`src/rtl/button_debouncer.sv`:
```
// rtl/button_debouncer.sv - synchronizer plus counter-qualified FSM producing a debounced button level
// Optional build macro: DEBOUNCE_ACTIVE_LOW_EN (raw button is active-low when defined).
module button_debouncer #(
    parameter int STABLE_CYCLES = 50000,
    parameter int CNT_W         = 16,
    parameter int SYNC_STAGES   = 2
) (
    input  logic clk,
    input  logic rst,
    input  logic btn_in,
    output logic lp,
    output logic bouncing
);

`ifdef DEBOUNCE_ACTIVE_LOW_EN
    localparam logic RAW_IDLE = 1'b1;
`else
    localparam logic RAW_IDLE = 1'b0;
`endif

    localparam logic [CNT_W-1:0] CNT_LAST = CNT_W'(STABLE_CYCLES - 1);

    typedef enum logic [1:0] {
        IDLE_LOW  = 2'b00,
        WAIT_HIGH = 2'b01,
        IDLE_HIGH = 2'b10,
        WAIT_LOW  = 2'b11
    } state_t;

    logic [SYNC_STAGES-1:0] sync_q;
    logic                   s;
    state_t                 state, state_n;
    logic [CNT_W-1:0]       cnt, cnt_n;
    logic                   lp_n, bouncing_n;

    // The chain carries the raw level; polarity is normalised only at its output.
    always_ff @(posedge clk or posedge rst) begin
        if (rst) begin
            sync_q <= {SYNC_STAGES{RAW_IDLE}};
        end else begin
            sync_q <= {sync_q[SYNC_STAGES-2:0], btn_in};
        end
    end

    assign s = sync_q[SYNC_STAGES-1] ^ RAW_IDLE;

    always_ff @(posedge clk or posedge rst) begin
        if (rst) begin
            state    <= IDLE_LOW;
            cnt      <= '0;
            lp       <= 1'b0;
            bouncing <= 1'b0;
        end else begin
            state    <= state_n;
            cnt      <= cnt_n;
            lp       <= lp_n;
            bouncing <= bouncing_n;
        end
    end

    always_comb begin
        state_n = state;
        cnt_n   = cnt;
        case (state)
            IDLE_LOW: begin
                if (s) begin
                    state_n = WAIT_HIGH;
                    cnt_n   = '0;
                end
            end
            WAIT_HIGH: begin
                if (!s) begin
                    state_n = IDLE_LOW;
                    cnt_n   = '0;
                end else if (cnt == CNT_LAST) begin
                    state_n = IDLE_HIGH;
                    cnt_n   = '0;
                end else begin
                    cnt_n = cnt + 1'b1;
                end
            end
            IDLE_HIGH: begin
                if (!s) begin
                    state_n = WAIT_LOW;
                    cnt_n   = '0;
                end
            end
            WAIT_LOW: begin
                if (s) begin
                    state_n = IDLE_HIGH;
                    cnt_n   = '0;
                end else if (cnt == CNT_LAST) begin
                    state_n = IDLE_LOW;
                    cnt_n   = '0;
                end else begin
                    cnt_n = cnt + 1'b1;
                end
            end
            default: begin
                state_n = IDLE_LOW;
                cnt_n   = '0;
            end
        endcase
    end

    // Outputs are decoded from the next state and registered, so they never glitch.
    always_comb begin
        lp_n       = 1'b0;
        bouncing_n = 1'b0;
        case (state_n)
            WAIT_HIGH: bouncing_n = 1'b1;
            IDLE_HIGH: lp_n = 1'b1;
            WAIT_LOW: begin
                lp_n       = 1'b1;
                bouncing_n = 1'b1;
            end
            default: begin
                lp_n       = 1'b0;
                bouncing_n = 1'b0;
            end
        endcase
    end

endmodule

```
`config.mk`:
```
export PLATFORM = sky130hd
export DESIGN_NAME = button_debouncer
export DESIGN_NICKNAME = d
export VERILOG_FILES = /design/src/rtl/button_debouncer.sv
export SDC_FILE = /design/constraint.sdc
export NUM_CORES = 1
export LEC_CHECK = 0
export ABC_AREA = 1
export CORE_AREA = 10 10 59 61
export CTS_CLUSTER_DIAMETER = 100
export DETAILED_ROUTE_END_ITERATION = 8
export DIE_AREA = 0 0 69 71
export PLACE_DENSITY = 0.81
export REMOVE_ABC_BUFFERS = 1
export SLEW_MARGIN = 20
export SYNTH_ARGS = -nofsm -noshare
export SYNTH_HDL_FRONTEND = slang
export SYNTH_SLANG_ARGS = --single-unit
```
`constraint.sdc`:
```
create_clock -name clk -period 4.11 [get_ports clk]
set_clock_uncertainty 0.2 [all_clocks]
set_input_delay 0.822 -clock clk [delete_from_list [all_inputs] [get_ports clk]]
set_output_delay 0.822 -clock clk [all_outputs]
set_load 0.02 [all_outputs]
```
Word level (Yosys, flattened, before mapping). Cells that the tools add are included.

Add/sub/neg operators: 1. $mul: 0. Div/mod/pow operators: 0. Order comparisons: 0. Equal/unequal tests: 9. Shifts and indexed selects: 0. Muxes and demuxes: 15. Bitwise gates (word level): 0. Reduce and logical (&&, ||, !) cells: 4.

Operators with widths (number): $mux 16 (5); $pmux 16 s4 (1); $add 16x1->16 const B (1); $eq 16x16->1 const B (1); $mux 2 (6); $eq 2x2->1 const B (4); $pmux 2 s4 (1); $eq 2x1->1 const B (2); $ne 2x2->1 const B (2); $reduce_or 2->1 (2); $logic_not 2->1 (1); $mux 1 (2); $reduce_and 2->1 (1).

Register bits: 22. Bits in latches: 0. Bits in writable memories: 0. Bits in read-only memories: 0. Output and inout bits: 2. Memories: 0.

Depth between registers and ports, before layout.
Depth after elaboration: 7. Gate-level depth with buffers: 9.

Least setup slack after synthesis. OpenSTA, ideal clock, no wires.

Path type: register to register. Start point: reg cnt[0]. End point: reg cnt[8]. Library setup time: 0.121 ns. Arrival: 1.146 ns. Slack: 2.643 ns. Stages on the path, launching flop included: 9. Buffers on the path: 0. Cell sequence: dfrtp_1 ha_1 nand3_2 nor2_2 nand2_2 nand2_4 nand2_4 nand2_1 nor2_2.

Word-level cells in the longest chain between the ends: 4.

RTL lines: from (decl) (line 33) `logic [CNT_W-1:0] cnt, cnt_n;`; from (signal assigned) (line 55) `cnt <= cnt_n;`; $add 16x1->16 / $eq 16x16->1 (equally long branches); $mux 16 * (line 75, 92); $mux 16 (on tied branches) (line 89, 72); $pmux 16 s4 * (line 64) `case (state)`.

Mark *: on every way between the ends. The rest lies on a longest branch, timed or not. A chain may end at the register's enable or synchronous reset.

==> results.toml <==
[status]
status = "completed"

[place]
io_buffers = 4
hpwl_um = 1717
finalWeightedCongestion = 0.8987

[cells_and_area]
n_fill_cell = 236
antenna_cells = 0
areaGrowthSynthToFinish_pct = 7.475
final_nets = 176
drive_gt1_share_pct = 14.62

[floorplanning]
ios = 5
core_area_sq_um = 2387
die_height_um = 71
start_util_pct = 51.89
die-area_sq_um = 4899
die_x_um = 69
rows = 18

[critical_path]
critical_path_class = "reg2out"
path_cells = "clkdlybuf4s50_1"
r2r-start = "cnt[0]"
startpoint_type = "register"
worst-path-stages = 1
worstSetupStartpoint = "state[0]"
endpoint_kind = "output pin"
cp_max_fo = 3
required_ps = 3090
slowest_delay_ps = 610
crit_path_top_delay_cell = "clkdlybuf4s50_1"
cp_top_family = "buffers and inverters"
cp_num_buf_inv = 1
crit_arrival_ps = 1290
r2r_cells = 8

[logic_synthesis]
synth_top_family_by_area = "simple AND/OR/NAND/NOR gates"
ys_types = 22
synth_compound_area_share_pct = 5.960
syn-cell-area_sq_um = 1239
ys_top_cells_by_area = "dfrtp_1, nand2_1, nor2_1, inv_1, xor2_1"
syn_area_per_cell_sq_um = 7.553
synthAdderAreaFrac_pct = 1.010
synth_cells = 164
synthXorXnorAreaFrac_pct = 3.535
synth-simple-area-share_pct = 38.89
synth_seq_area_share_pct = 42.42
ys_warn_count = 0
ys_ff_latch = 21
synth_top_cell_area_share_pct = 42.42
yosys.area.top_type = "dfrtp_1"
synthMuxAreaShare_pct = 0

[clock_tree]
clkLatencyLatePin_ps = 300
root_buffer = "clkbuf_4"
cts_resized = 0
cts_sinks = 21
clk_pin_slew_worst_paths_ps = 110
cts_tree = "yes"
holdBufCountCts = 0
cts_buffer_depth = 2
post_cts_buffers = 0
htreeDepth = 1
cts_buffers = 3

[pwr]
p_total_uw = 333.3
power_density_nw_per_um2 = 250.4
leakage_nw = 0.6483
ir_worst_vdd_uv = 168.1

[grt]
use_met3_pct = 2.510
busiest_layer = "met2"
grt_pass1_wl_um = 4036
grt_max_degree = 22
grt_pass1_vias = 951
grt_antenna_before_repair = 0
track_usage_pct = 9.437
grt_use_met1_pct = 10.40
grt_util_met2_pct = 16.97
grt-ovfl-total = 0

[detailed_routing]
drt_iter0_drc = 28
drtPass1Iterations = 4
drt_wl_total_um = 2254
ant_nets = 0
vias = 978
drc = 0
via_per_inst = 4.866
avgRoutedWirePerCell_um = 11.21

[timing]
fin_crit_sh_pct = 56.31
finalSetupViolations = 0
rsz0062_at_grt = "no"
timing.slew.headroom_pct = 48.54
finalMaxSlewViolations = 0
max_freq_mhz = 432.1
fin_crit_ps = 2314
hold_viol_final = 0
worst_slew_pin_slew_ps = 771.0
fin_setup_tns_ps = 0

[hold_path]
hold-path-cell-count = 0
min-delay-start = "sync_q[0]"
min_path_type = "reg2reg"

[job]
drv_cap = 0
sequential cells by signal, indices dropped and copies added, names as in the netlist:
signal / count
state: 2
cnt: 16
lp: 1
sync_q: 2
worst reg2reg max path, cell delays in order (launching register included):
cell and delay, ps:
dfrtp_1 420, ha_1 220, nand3_2 120, nor2_2 140, nand2_2 120, nand2_4 140, nand2_4 100, nand2_1 90
nand2_1 40
report_power, final:
part / switching [mW] / leakage, nW / internal [mW]
combinational: 0.0174 / 0.348 / 0.00739
sequential: 0.00306 / 0.285 / 0.210
clock: 0.0580 / 0.0150 / 0.0378
cell families (layout without fill, tap and decap cells):
family / after synthesis / in the layout
AO/OA/AOI/OAI: 13 / 13
XOR/XNOR: 5 / 5
adder cells (fa/ha/maj): 1 / 1
buffers and inverters: 25 / 32
flip-flops: 21 / 21
AND/OR/NAND/NOR: 99 / 99
worst paths after layout:
check,to,slack (ps)
min reg2reg,sync_q[1],170
max,bouncing,1800
min in group asynchronous,sync_q[1],750
min,sync_q[1],170
max in group asynchronous,cnt[6],2480
max reg2reg,cnt[11],2440
cell usage after synthesis:
library cell and number:
a21oi_1 6, a21oi_2 2, a31oi_1 1, buf_6 1
dfrtp_1 21, ha_1 1, inv_1 22, inv_2 2
nand2_1 44, nand2_2 5, nand2_4 2, nand3_1 8
nand3_2 2, nand3_4 1, nand3b_2 1, nand4_1 3
nor2_1 25, nor2_2 5, nor2_4 2, nor3b_1 1
o21ai_0 4, xor2_1 5
cell usage in the layout (no fill, tap or decap):
master           netlist  routed
a21oi_2                2       2
nor2_2                 5       5
inv_2                  2       2
nand3_1                8       8
inv_1                 22      22
xor2_1                 5       5
nand2_1               44      44
nand2_4                2       2
ha_1                   1       1
nand4_1                3       3
a21oi_1                6       6
clkdlybuf4s50_1        0       4
o21ai_0                4       4
clkbuf_4               0       3
a31oi_1                1       1
nor3b_1                1       1
nand3b_2               1       1
nand2_2                5       5
nand3_4                1       1
nand3_2                2       2
nor2_1                25      25
clkbuf_1               0       1
dfrtp_1               21      21
nor2_4                 2       2
routing by layer:
layer / wire, um / part of all wire [%]
met5: 0 / 0
met4: 21 / 0.93
met2: 1134 / 50
met3: 81 / 3.6
met1: 1017 / 45
area by class of cell:
cell class                      count  area, sq um  share of cell area (%)
Multi-Input combinational cell    118        611.8                   45.96
Sequential cell                    21        525.5                   39.47
Inverter                           24        90.09                   6.767
Timing Repair Buffer                4        40.04                   3.008
Tap cell                           30        37.54                   2.820
Clock buffer                        4        26.28                   1.974
through the flow:
stage               area (sq um)  std cells  setup slack [ps]  hold slack [ps]  utilization (%)
finish                      1331        201              1796            173.7            55.77
global route                1331        201              1728            179.3            55.77
CTS                         1331        201              1773            177.8            55.77
detailed placement          1305        197              2057            147.0            54.66
global placement            1305        197              2086            138.2            54.66
floorplan                   1227        163              2603            131.2                -
No activity file was read; power rests on OpenSTA's default activity.
